==> src/rtl/signed_bin2bcd_seq_pkg.sv <==
// Shared types and constants for the signed binary to sign-magnitude BCD converter.
package signed_bin2bcd_seq_pkg;

    typedef enum logic [1:0] {
        IDLE  = 2'd0,
        SHIFT = 2'd1,
        DONE  = 2'd2
    } state_t;

    localparam int         BCD_DIGITS     = 3;
    localparam int         BCD_W          = 12;
    localparam logic [3:0] ADD3_THRESHOLD = 4'd5;

endpackage

==> src/rtl/signed_bin2bcd_seq_bcd_digit_adjust.sv <==
// Combinational double-dabble nibble corrector: adds 3 to any digit of 5 or more
// so that the following left shift carries correctly into the next decimal digit.
module bcd_digit_adjust
    import signed_bin2bcd_seq_pkg::*;
(
    input  logic [3:0] nibble,
    output logic [3:0] adjusted
);

    assign adjusted = (nibble >= ADD3_THRESHOLD) ? nibble + 4'd3 : nibble;

endmodule

==> src/rtl/signed_bin2bcd_seq.sv <==
// Sequential signed binary to sign-magnitude BCD converter (shift-and-add-3).
// Converts once after reset and whenever the input differs from the last converted value.
module signed_bin2bcd_seq #(
    parameter int N = 8
) (
    input  logic         clk,
    input  logic         rst,
    input  logic [N-1:0] binary,
    output logic         sign,
    output logic [3:0]   hundreds,
    output logic [3:0]   tens,
    output logic [3:0]   ones,
    output logic         data_ready
);
    import signed_bin2bcd_seq_pkg::*;

    localparam logic [N-1:0] ONE      = N'(1);
    localparam logic [N-1:0] CNT_LOAD = N'(N);

    state_t             state;
    state_t             state_next;
    logic [N-1:0]       last_val;
    logic [N-1:0]       mag_shift;
    logic [N-1:0]       cnt;
    logic               pending_first;
    logic               sign_cap;
    logic [BCD_W-1:0]   bcd_acc;
    logic [BCD_W-1:0]   bcd_adj;
    logic               start;

    assign start = (state == IDLE) && (pending_first || (binary != last_val));

    for (genvar i = 0; i < BCD_DIGITS; i++) begin : g_adjust
        bcd_digit_adjust u_adjust (
            .nibble   (bcd_acc[4*i +: 4]),
            .adjusted (bcd_adj[4*i +: 4])
        );
    end

    always_ff @(posedge clk or posedge rst) begin
        if (rst) begin
            state <= IDLE;
        end else begin
            state <= state_next;
        end
    end

    always_comb begin
        state_next = state;
        case (state)
            IDLE:    if (start) state_next = SHIFT;
            // the edge that takes cnt from 1 to 0 is the last shift
            SHIFT:   if (cnt == ONE) state_next = DONE;
            DONE:    state_next = IDLE;
            default: state_next = IDLE;
        endcase
    end

    always_ff @(posedge clk or posedge rst) begin
        if (rst) begin
            last_val      <= '0;
            pending_first <= 1'b1;
            sign_cap      <= 1'b0;
            mag_shift     <= '0;
            bcd_acc       <= '0;
            cnt           <= '0;
            sign          <= 1'b0;
            hundreds      <= 4'd0;
            tens          <= 4'd0;
            ones          <= 4'd0;
            data_ready    <= 1'b0;
        end else begin
            data_ready <= 1'b0;
            case (state)
                IDLE: begin
                    if (start) begin
                        last_val      <= binary;
                        pending_first <= 1'b0;
                        sign_cap      <= binary[N-1];
                        // two's complement negate as unsigned; the most negative value maps to 2^(N-1)
                        mag_shift     <= binary[N-1] ? (~binary + ONE) : binary;
                        bcd_acc       <= '0;
                        cnt           <= CNT_LOAD;
                    end
                end
                SHIFT: begin
                    {bcd_acc, mag_shift} <= {bcd_adj, mag_shift} << 1;
                    cnt                  <= cnt - ONE;
                end
                DONE: begin
                    sign       <= sign_cap;
                    hundreds   <= bcd_acc[11:8];
                    tens       <= bcd_acc[7:4];
                    ones       <= bcd_acc[3:0];
                    data_ready <= 1'b1;
                end
                default: ;
            endcase
        end
    end

endmodule

==> config.mk <==
export PLATFORM = sky130hd
export DESIGN_NAME = signed_bin2bcd_seq
export DESIGN_NICKNAME = d
export VERILOG_FILES = /design/src/rtl/signed_bin2bcd_seq_pkg.sv /design/src/rtl/signed_bin2bcd_seq_bcd_digit_adjust.sv /design/src/rtl/signed_bin2bcd_seq.sv
export SDC_FILE = /design/constraint.sdc
export NUM_CORES = 1
export LEC_CHECK = 0
export ABC_AREA = 1
export CAP_MARGIN = 20
export CORE_ASPECT_RATIO = 1.75
export CORE_MARGIN = 5
export CORE_UTILIZATION = 35
export DETAILED_ROUTE_END_ITERATION = 7
export GPL_ROUTABILITY_DRIVEN = 0
export HOLD_SLACK_MARGIN = 0.06
export MAX_ROUTING_LAYER = met4
export SYNTH_ARGS = -nofsm -noshare
export SYNTH_HDL_FRONTEND = slang
export SYNTH_SLANG_ARGS = --single-unit
==> constraint.sdc <==
create_clock -name clk -period 2.3 [get_ports clk]
set_input_delay 0.46 -clock clk [delete_from_list [all_inputs] [get_ports clk]]
set_output_delay 0.46 -clock clk [all_outputs]
set_load 0.05 [all_outputs]
; Word level (Yosys, flattened, before mapping)
; Cells that the tools add are included.
[word_totals]
register_bits = 54
latch_bits = 0
ramBits = 0
mem_bits_ro = 0
out_inout_bits = 14
word_cells = 48
mem_count = 0
[classes]
addsub = 5
multipliers = 0
n_div = 0
order_cmp = 3
n_eq_ne = 6
shifts = 0
mux = 14
n_bitwise = 1
reduce_logical = 7
[ops]
columns = cell, n
row1 = $pmux W8 S2, 2
row2 = $mux W8, 3
row3 = $pmux W12 S2, 1
row4 = $ge A4 B3 Y1 const B, 3
row5 = $mux W12, 1
row6 = $add A4 B2 Y4 const B, 2
row7 = $add A8 B1 Y8 const B, 1
row8 = $eq A8 B1 Y1 const B, 1
row9 = $mux W4, 2
row10 = $ne A8 B8 Y1, 1
row11 = $not A8 Y8, 1
row12 = $sub A8 B1 Y8 const B, 1
row13 = $reduce_and A2 Y1, 3
row14 = $mux W2, 2
row15 = $ne A2 B2 Y1 const B, 2
row16 = $pmux W2 S2, 1
row17 = $add A3 B2 Y3 const B, 1
row18 = $mux W3, 1
row19 = $eq A2 B1 Y1 const B, 1
row20 = $eq A2 B2 Y1 const B, 1
row21 = $logic_not A2 Y1, 1
row22 = $reduce_bool A2 Y1, 1
row23 = $logic_and A1 B1 Y1, 1
row24 = $logic_or A1 B1 Y1, 1
row25 = $mux W1, 1

; Longest topological paths before layout
[depth]
word_depth = 5
depth_mapped = 11
depth_no_buf = 11

; Cells and area by module
; From an unflattened synthesis, not the netlist that was laid out.
[unflattened]
cells_unflattened = 383
area_unflattened_um2 = 3099.2
[modules_own_cells]
columns = module, instances, cells_each, area_per_inst_um2, seq_area_each_um2
row1 = signed_bin2bcd_seq, 1, 314, 2693.8, 1327.5
row2 = bcd_digit_adjust, 3, 23, 135.1, 0.0

; Worst setup path before layout
; Ideal clock, no wire load.
[synth_timing]
path_kind = input-to-reg
start = in binary[7]
end = reg mag_shift[1]
setup_time_ps = 117
arrival_ps = 1311
required_ps = 2183
setup_slack_ps = 872
path_stages = 10
path_buffers = 1
cell_sequence = buf_6 > inv_4 > a21oi_2 > nand2_1 > nor2_1 > nand3_2 > nand2_4 > nand2_2 > nand2_1 > nand2_1
[synth_via]
elab_chain_cells = 5
word_cells_on_any_way = 8
[synth_rtl]
columns = item, line_no
row1 = from (decl), signed_bin2bcd_seq.sv:8  ; input logic [N-1:0] binary,
row2 = $ne A8 B8 Y1, signed_bin2bcd_seq.sv:31  ; assign start = (state == IDLE) && (pending_first || (binary != last_val));
row3 = $logic_or A1 B1 Y1, signed_bin2bcd_seq.sv:31
row4 = $logic_and A1 B1 Y1, signed_bin2bcd_seq.sv:31
row5 = $ne A2 B2 Y1 (no source line), -
row6 = $reduce_and A2 Y1 (no source line), -
row7 = to (signal assigned), signed_bin2bcd_seq.sv:81  ; mag_shift <= binary[N-1] ? (~binary + ONE) : binary;
row8 = to (signal assigned), signed_bin2bcd_seq.sv:87  ; {bcd_acc, mag_shift} <= {bcd_adj, mag_shift} << 1;
row9 = to (decl), signed_bin2bcd_seq.sv:23  ; logic [N-1:0] mag_shift;
; Several ways; a longest one is shown, not always the timed one. The select of a mux whose other input is x is not followed.
; A chain may end at the register's enable or synchronous reset.

; Final worst setup path
[layout_timing]
start = reg hundreds[2]
end = out hundreds[2]
[layout_lines]
columns = item, line_no
row1 = from (decl), signed_bin2bcd_seq.sv:10  ; output logic [3:0] hundreds,
row2 = from (signal assigned), signed_bin2bcd_seq.sv:92  ; hundreds <= bcd_acc[11:8];
; No word-level cell between the ends.

==> impl.org <==
** Clock tree
- In this run, post-CTS repair resized a total of 0 instances.
- In this run the post-CTS setup repair buffer count came out at 0.
- CTS tree :: done
- # clock sinks :: 53
- Root buffer cell :: sky130_fd_sc_hd__clkbuf_16
- Counting along the longest clock path gives a buffer depth of 2.
- Htree depth :: 2
- Number of buffers created by CTS :: 5
- Insertion delay of the later-clocked pin in the worst-skew pair :: ~0.29 ns
- Clock transition at the register clock pins on the worst setup and hold paths after CTS :: 0.07 ns
- Hold Buf Count CTS :: 0

** Cells and area
- Across the whole layout, storage elements account for 0.001328 sq mm.
- Number of antenna diodes :: 0
- Post-layout nets :: 397
- Summing all multi-input logic gate instances after layout gives 0.001194 sq mm.
- Fraction of final layout cells with drive strength greater than 1 :: 0.06860
- Compared with the post-synthesis result, the final layout area differs by 19.27%.
- The filler cells instantiated in the layout total about 790.

** Worst setup path
- Kind of critical path :: flip-flop to output port
- STA classifies the critical path endpoint as an output port.
- For this run, the slowest stage of the critical path takes 0.81 ns.
- Along the worst path, the maximum fanout reaches 2.
- Counting both buffers and inverters, the worst setup path holds a total of 1.
- The slowest stage of the critical path is the sky130_fd_sc_hd__clkdlybuf4s50_1 cell.
- STA puts the critical path data required time at roughly 1.8 ns.
- The worst setup path is launched from a flip-flop.
- Crit-path cells :: clkdlybuf4s50_1
- On the critical path the largest part of the delay comes from buffers and inverters.
- Data on the critical path arrives at its endpoint at 1.46 ns.

** Logic synthesis
- The largest total area in the synthesized netlist belongs to sky130_fd_sc_hd__dfrtp_1.
- Warning count from the yosys run :: 0
- The netlist uses 24 different library cells.
- Dominant cell by count in the synthesized netlist :: sky130_fd_sc_hd__nand2_1
- By area the synthesized netlist is led by sky130_fd_sc_hd__dfrtp_1 47%, sky130_fd_sc_hd__nand2_1 14%, sky130_fd_sc_hd__nand3_1 7.6%.
- The commonest cells after synthesis are 101 x sky130_fd_sc_hd__nand2_1, 52 x sky130_fd_sc_hd__dfrtp_1, 42 x sky130_fd_sc_hd__nand3_1.
- Mean post-synth cell area :: slightly below 8 sq um
- Synthesis produced 350 cells.
- Cell area after synthesis :: 0.002760 sq mm
- Flip-flop cell with the highest count after synthesis :: sky130_fd_sc_hd__dfrtp_1
- Counting every net in the synthesized netlist gives 369.
- Of the post-synthesis cell area, the dominant cell type holds 0.4714.
- Yosys mapped a number of flops with a built-in enable equal to 0.
- Of the synthesized area, sequential elements account for 0.4810.
- Number of storage elements in the synthesis netlist :: 53
- Async S/R FF share, synth :: 1.000

** Route
- Count of routing violations after the opening detailed-route iteration :: around 140
- Routed wire length per instance :: around 12 um
- The first TritonRoute pass finished after 4 iterations.
- Number of DRC violations after detailed routing :: 0
- Total number of vias :: 2268
- Once detail routing completed, the nets flagged for antenna violations numbered 0.
- The routed design has 5.656 mm of wire.
- In the routed layout, each cell is associated on average with a via count of about 4.8.

** Pwr
- The worst-case IR drop observed on VDD is 0.3058 mV.
- Overall power of the completed layout :: 0.001861 W
- Leakage power of the design :: 1.629 nW
- Dividing total power by cell area gives a power density of 565.3 mW/mm^2.

** STA
- Actual transition at the worst max-transition pin :: 0.7318 ns
- Pins over their slew limit :: 0
- Based on the critical path, the design can be clocked at up to 0.5204 GHz.
- Period utilization :: 0.8354
- Counting I/O delays and the setup requirement, the final critical path takes 1.921 ns.
- Relative slew slack :: 0.5110
- Setup violations remaining at the end of the flow were counted as 0.
- The clock arrives with 0.004599 ns of skew.
- The hold violation total from the final report came to 0.
- Fin Setup TNS :: 0 ns
- Setup repair after global routing left no endpoint under its margin.

** Job
- Number of max-cap violations :: 0

** Floorplan
- Horizontal die dimension :: between 70 and 80 um
- Initial core utilization :: 0.3538
- Die ar. :: 0.009832 sq mm
- Vertical extent of the die :: 127.5 um
- The floorplan step defined a core boundary enclosing 0.007801 sq mm.
- 24 I/O pins were placed.
- The floorplan has 43 rows.

** Global routing
- Gr ovfl total :: 0
- First-pass GRT wire length :: 9.791 mm
- The initial antenna violation count is 0.
- The via count of the first global-routing pass is 2176.
- Pin count of the biggest net entering global routing :: 54
- Tot GR Track Use :: 0.1233

** Placed design
- Detailed placement finished with a half-perimeter wire length of 4.135 mm.
- Port Buffer Count :: 23

** Outcome
- The run finished with clean final reports.

** Min path
- The min-delay analysis places its worst path in the category flip-flop to flip-flop.
## per-stage QoR
stage | util | cell area (sq um) | setup slack [ns] | cells | hold WS (ns)
final | 0.4220 | 3292 | 0.3786 | 469 | 0.4821
after global placement | 0.4005 | 3124 | 0.1268 | 461 | 0.4577
after floorplan | - | 2760 | 0.5554 | 350 | 0.4499
after CTS | 0.4220 | 3292 | 0.3614 | 469 | 0.4881
after detailed placement | 0.4005 | 3124 | 0.1283 | 461 | 0.4717
after global routing | 0.4220 | 3292 | 0.2328 | 469 | 0.5011
## cells by family (layout without fill, tap and decap cells)
logic type	after synthesis	after routing	share of synthesized area
flops	53	53	0.4810
buf+inv	53	82	0.08658
fa+ha+maj	9	9	0.04080
simple gates	173	173	0.2679
xor+xnor	4	4	0.01269
compound gates	58	58	0.1111
## final timing paths
kind                       slack (ns)                   endpoint                    start  depth (start not counted)
setup / recovery                 0.38                hundreds[2]  hundreds[2]$_DFFE_PP0P_                          1
hold reg to reg                  0.48        tens[0]$_DFFE_PP0P_      tens[0]$_DFFE_PP0P_                          2
setup reg to reg                 0.77     bcd_acc[6]$_DFFE_PP0P_   bcd_acc[4]$_DFFE_PP0P_                          8
min in group asynchronous        0.52        ones[1]$_DFFE_PP0P_                      rst                          3
hold / removal                   0.48        tens[0]$_DFFE_PP0P_      tens[0]$_DFFE_PP0P_                          2
max in group asynchronous        1.48  pending_first$_DFFE_PP1P_                      rst                          3
## layout by cell type (no fill, tap or decap)
cell type and count:
sky130_fd_sc_hd__a21boi_0 1, sky130_fd_sc_hd__a21oi_1 11, sky130_fd_sc_hd__a21oi_2 1, sky130_fd_sc_hd__and3_1 2, sky130_fd_sc_hd__buf_12 2, sky130_fd_sc_hd__buf_4 9, sky130_fd_sc_hd__bufinv_16 1, sky130_fd_sc_hd__clkbuf_1 1
sky130_fd_sc_hd__clkbuf_16 5, sky130_fd_sc_hd__clkdlybuf4s50_1 23, sky130_fd_sc_hd__clkinv_4 1, sky130_fd_sc_hd__dfrtp_1 52, sky130_fd_sc_hd__dfstp_2 1, sky130_fd_sc_hd__ha_1 9, sky130_fd_sc_hd__inv_1 38, sky130_fd_sc_hd__inv_2 1
sky130_fd_sc_hd__inv_4 1, sky130_fd_sc_hd__nand2_1 101, sky130_fd_sc_hd__nand2_2 1, sky130_fd_sc_hd__nand2_4 1, sky130_fd_sc_hd__nand3_1 42, sky130_fd_sc_hd__nand3_2 1, sky130_fd_sc_hd__nand4_1 5, sky130_fd_sc_hd__nor2_1 18
sky130_fd_sc_hd__nor3_1 1, sky130_fd_sc_hd__o211ai_1 2, sky130_fd_sc_hd__o21ai_0 41, sky130_fd_sc_hd__o31ai_1 2, sky130_fd_sc_hd__or2_2 1, sky130_fd_sc_hd__xor2_1 4
## per-layer routing
metal  track usage  vias up  wire length, um
met4       0.05162        0              134
li1              -     1185                -
met5             -        -                0
met1        0.1366     1033             2356
met3       0.01975        9              221
met2        0.2165       41             2944
## tightest hold or removal path, delay by kind of cell, from the launching register on
family | cells | cell delay (ns)
DFF | 1 | 0.34
and+or+nand+nor | 1 | 0.05
AOI/OAI and AO/OA | 1 | 0.06
## state kept, by name (all words and copies together) (netlist names)
signal / cells
bcd_acc: 12
mag_shift: 8
hundreds: 4
pending_first: 1
tens: 4
sign: 1
ones: 4
last_val: 8
cnt: 8
state: 2
data_ready: 1
## power breakdown
| group | internal, W | switching, W |
|---|---|---|
| Clock | 0.000516 | 0.000333 |
| Combinational | 0.0000319 | 0.0000482 |
| Sequential | 0.000932 | 0 |
## cell type report
class	instances	share of cell area
Sequential cell	53	0.4033
Multi-Input combinational cell	244	0.3626
Timing Repair Buffer	34	0.1026
Clock inverter	2	0.01178
Inverter	40	0.04637
Tap cell	90	0.03421
Clock buffer	6	0.03915
(Power assumes the default switching activity.)
==> patch 1 (same settings) <==
Make the reset (`rst`) synchronous in 2 clocked blocks.
--- a/src/rtl/signed_bin2bcd_seq.sv
+++ b/src/rtl/signed_bin2bcd_seq.sv
@@ -37,7 +37,7 @@
         );
     end
 
-    always_ff @(posedge clk or posedge rst) begin
+    always_ff @(posedge clk) begin
         if (rst) begin
             state <= IDLE;
         end else begin
@@ -56,7 +56,7 @@
         endcase
     end
 
-    always_ff @(posedge clk or posedge rst) begin
+    always_ff @(posedge clk) begin
         if (rst) begin
             last_val      <= '0;
             pending_first <= 1'b1;
Check against the original RTL: no difference found for any inputs over 10 cycles, from zero or initial values and one cycle with rst high; that may be too few to reach the edited logic, so the function may still have changed.
==> patch 1 against the original RTL <==
Area after synthesis down 4.5%; routed wire length up 5.0%; worst hold slack worse by 0.013 ns; final area down 5.2%; sequential cell count unchanged; final cell count up 2.1%; setup slack better by 0.0073 ns.
Power is not compared: it rests on default switching activity, and its combinational part moved more than twofold at a synthesized area within 25%.
==> patch 1: results (changes against the original RTL) <==
[yosys]
synth_common_cells=nand2_1, dfxtp_1, a21oi_1
ys.flop_type=dfxtp_1
syn-num-nets=386  ; +4.6%
ys_types=30  ; +25%
synth.yosys.seq_area_share_pct=40.3  ; -7.8 points
synth_most_common_cell=nand2_1
yosysWarnings=0  ; unchanged
synthTopCellsByArea=dfxtp_1, nand2_1, a21oi_1, nand3_1, o21ai_0
async_flop_share_pct=0  ; -100 points

[clock_network]
cts_setup_buffers=0  ; unchanged
clock-root-buffer=clkbuf_16
ctsResizeCount=0  ; unchanged
clk_latency_ns=0.29  ; about the same
clk_pin_slew_ns=0.07  ; about the same
clock_path_buffers=2  ; unchanged
numCtsBuffers=5  ; unchanged
htree_num_levels=2  ; unchanged

[final_layout]
largest_reg_flops=12  ; unchanged
final_layout_size_suffix_gt1_share_pct=7.16  ; +0.30 points
regMostFlops=bcd_acc
num_antenna_cells=0  ; unchanged
nNetsFinal=409  ; +3.0%
n_fill_cell=788  ; -0.38%

[timing]
skew_ns=0.00606  ; +0.00146 ns
tightest_slew_ns=0.494  ; -0.238 ns

[critical_path]
reg2reg_from=last_val[7]
slowest_delay_ns=0.81  ; about the same
cp_data_arrival_time_ns=1.45
reg2regPathDepth=9  ; +1
cp_top_family=buffers and inverters
critPathSlowestCell=clkdlybuf4s50_1
reg2reg_to=mag_shift[6]
crit_fanout=2  ; unchanged
reg2reg_setup_slack_ns=0.78

[detailed_routing]
num_vias=2382  ; +5.0%
dr.pass1.iters=4  ; unchanged
drt-initial-drc-count=158  ; +16%
drt_wl_total_um=5940  ; +5.0%

[min_path]
hold_path_class=reg -> reg
hold_end=pending_first
min_from=pending_first
holdPathStages=2  ; unchanged

[grt]
grt_pass1_wl_um=10000  ; +2.5%
grt_pass1_vias=2236  ; +2.8%
grt_max_degree=36  ; -33%
grt_usage_pct=13.9  ; +1.6 points
antenna_found_initial=0  ; unchanged

[placement]
numPortBuffers=23  ; unchanged
dp_hpwl_um=4340  ; +5.0%
place_area_sq_mm=0.00295  ; -5.6%

[power_and_ir_drop]
ir_worst_vdd_uv=258
p_leak_nw=1.25
power.share.switching_pct=26.8

[status]
status=complete, no violations

==> patch 1: worst reg2reg max path, cell delays in order, from the launching register on <==
cell     delay [ns]
dfxtp_1        0.39
inv_1          0.10
nand2_1        0.07
o21ai_0        0.08
nor2_1         0.16
nand3_2        0.11
nand2_4        0.13
buf_4          0.19
nand3_1        0.08
a21oi_1        0.16
==> patch 1: cell families (layout without fill, tap and decap cells) <==
family,Yosys count,count (layout),synth area share [%]
adder cells (fa/ha/maj),9,9,4.27
flip-flops,53,53,40.3
AND/OR/NAND/NOR,149,149,24.7
AO/OA/AOI/OAI,93,93,18.8
buffers and inverters,58,82,10.3
XOR/XNOR,5,5,1.66
==> patch 1: worst max-delay path by stage <==
stage / start / to / slack, ns / depth (start not counted)
after detailed placement: binary[7] / mag_shift[2] / 0.14 / 10
after CTS: sign / sign / 0.36 / 1
after global routing: binary[7] / mag_shift[6] / 0.21 / 10
final: sign / sign / 0.39 / 1
after floorplan: binary[7] / cnt[3] / 0.81 / 11
after global placement: binary[7] / mag_shift[3] / 0.20 / 10
==> patch 1: routing by layer <==
layer / share of wire (%) / up-vias / routed length [um] / GRT usage, %
li1: - / 1255 / - / -
met1: 40 / 1082 / 2380 / 14.6
met2: 55 / 34 / 3240 / 24.3
met3: 2.7 / 11 / 161 / 2.67
met4: 2.5 / 0 / 150 / 5.77
met5: 0 / - / 0 / -
==> patch 1: layout make-up <==
class / instances / share of cell area (%)
Clock buffer: 7 / 4.57
Clock inverter: 1 / 0.962
Inverter: 41 / 5.01
Multi-Input combinational cell: 256 / 41.8
Sequential cell: 53 / 34.0
Tap cell: 88 / 3.53
Timing Repair Buffer: 33 / 10.2
==> patch 1: per-stage QoR <==
stage          cells  worst slack [ns]  hold slack (ns)  util (%)
2_1_floorplan    367             0.805            0.434         -
3_5_place_dp     471             0.141            0.460      39.5
5_1_grt          479             0.210            0.485      41.8
3_3_place_gp     471             0.202            0.459      39.5
6_report         479             0.386            0.469      41.8
4_1_cts          479             0.361            0.468      41.8
==> patch 1: power by group through the flow <==
| stage | clock network [mW] | registers (mW) | logic [mW] |
|---|---|---|---|
| floorplan | 0 | 1.04 | 0.267 |
| global placement | 0 | 1.03 | 0.373 |
| detailed placement | 0 | 1.03 | 0.375 |
| CTS | 0.902 | 1.01 | 0.377 |
| global route | 0.933 | 1.01 | 0.424 |
| finish | 0.873 | 1.01 | 0.372 |
==> patch 2 (same flow settings) <==
Made on the original files. Re-encode `state_t` (3 states) as one-hot, 3 bits wide.
--- a/src/rtl/signed_bin2bcd_seq_pkg.sv
+++ b/src/rtl/signed_bin2bcd_seq_pkg.sv
@@ -1,10 +1,10 @@
 // Shared types and constants for the signed binary to sign-magnitude BCD converter.
 package signed_bin2bcd_seq_pkg;
 
-    typedef enum logic [1:0] {
-        IDLE  = 2'd0,
-        SHIFT = 2'd1,
-        DONE  = 2'd2
+    typedef enum logic [2:0] {
+        IDLE  = 3'b001,
+        SHIFT = 3'b010,
+        DONE  = 3'b100
     } state_t;
 
     localparam int         BCD_DIGITS     = 3;
Function: same outputs for any inputs over 10 cycles, from zero or initial values and one cycle with rst high; not proved beyond that.
==> patch 2 against the original RTL <==
Maximum frequency rose by 0.55%; setup slack better by 0.011 ns; routed wire length is 0.55% higher; worst hold slack got worse by 0.024 ns; area after synthesis grew 4.8%; sequential share of layout area shrank 0.97 points; final cell count is 2.3% higher; synthesized cell count is 3.1% higher; count of clock-buffer cells in the layout unchanged; sequential cell count increased by 1; final area rose by 4.5%; critical path type unchanged; largest cell class unchanged.
Power is not compared: it rests on default switching activity, and its combinational part moved more than twofold at a synthesized area within 25%.
==> patch 2: results (changes against the original RTL) <==
[detailed_routing]
wl_met2_um=3020  ; +2.5%
met1Wirelength_um=2440  ; +3.4%
routed-wl-met3_um=146  ; -34%
dr.pass1.iters=4  ; unchanged
drt-initial-drc-count=140  ; +2.9%
avgRoutedWirePerCell_um=11.8  ; -1.8%
top_layer=met4

[final_layout]
seq_share_pct=39.4  ; -0.97 points
multiInputGateArea_sq_mm=0.00130  ; +9.1%
final_layout_size_suffix_gt1_share_pct=11.6  ; +4.7 points
nMultiInputCombCells=253  ; +3.7%
signal_buffers=32  ; -5.9%
buffer_area_share_pct=10.1  ; -0.15 points
design.seq.count=54  ; +1.9%
num-nonclk-inverters=41  ; +2.5%
seq_area_sq_mm=0.00135  ; +2.0%

[yosys]
synth-adder-area-share_pct=3.89  ; -0.19 points
syn_area_per_cell_sq_um=8.01  ; +1.6%
ys_types=28  ; +17%
synthTopCellsByArea=dfrtp_1, nand2_1, nand3_1, o21ai_0, inv_1
synth_xor_area_share_pct=1.82  ; +0.55 points
syn-num-nets=380  ; +3.0%
synth_compound_area_share_pct=9.90  ; -1.2 points
synth_common_cells=nand2_1, dfrtp_1, nand3_1
synth.yosys.seq_area_share_pct=46.8  ; -1.3 points

[grt]
use_met2_pct=23.0  ; +1.4 points
antenna_found_initial=0  ; unchanged
use_met1_pct=13.7  ; +0.051 points
use_met3_pct=1.86  ; -0.11 points
grt_usage_pct=12.5  ; +0.20 points
grt_pass1_wl_um=10200  ; +4.2%

[min_path]
holdPathStages=2  ; unchanged

[status]
status=complete, no violations

[clock_network]
cts_setup_buffers=0  ; unchanged

[critical_path]
cp_top_family=buffers and inverters
reg2regPathDepth=6  ; -2

[placement]
dp_hpwl_um=4080  ; -1.3%
place_ws_ns=0.140  ; +0.0118 ns

[timing]
max_slew_margin_pct=66.0  ; +15 points

patch 2: changes by cell type in the layout (fill, tap and decap cells not counted), sizes merged, moves of 2 or more:
cell,unedited run,this run
and3,2,0
o31ai,2,0
nand4,5,2
buf,11,9
o21ai,41,39
xor2,4,6
nand3,43,53
nor3,1,3
nor2,18,20
o211ai,2,0
a21oi,12,15
patch 2: report_power, final:
group	switching [mW]	internal, mW	total, mW
logic	1.03	0.592	1.62
registers	0.180	1.23	1.41
clock network	0.335	0.514	0.849
patch 2: stage by stage:
stage	total power, mW	instances
after floorplan	2.62	361
after global placement	3.02	472
after detailed placement	3.07	472
after CTS	3.94	480
after global routing	4.19	480
final	3.88	480
patch 2: path summary, 6_finish.rpt:
path / start / slack (ns) / to
hold reg to reg: pending_first / 0.46 / pending_first
hold / removal: pending_first / 0.46 / pending_first
setup reg to reg: state[0] / 0.76 / mag_shift[1]
min in group asynchronous: rst / 0.53 / sign
max in group asynchronous: rst / 1.46 / state[0]
setup / recovery: hundreds[1] / 0.39 / hundreds[1]
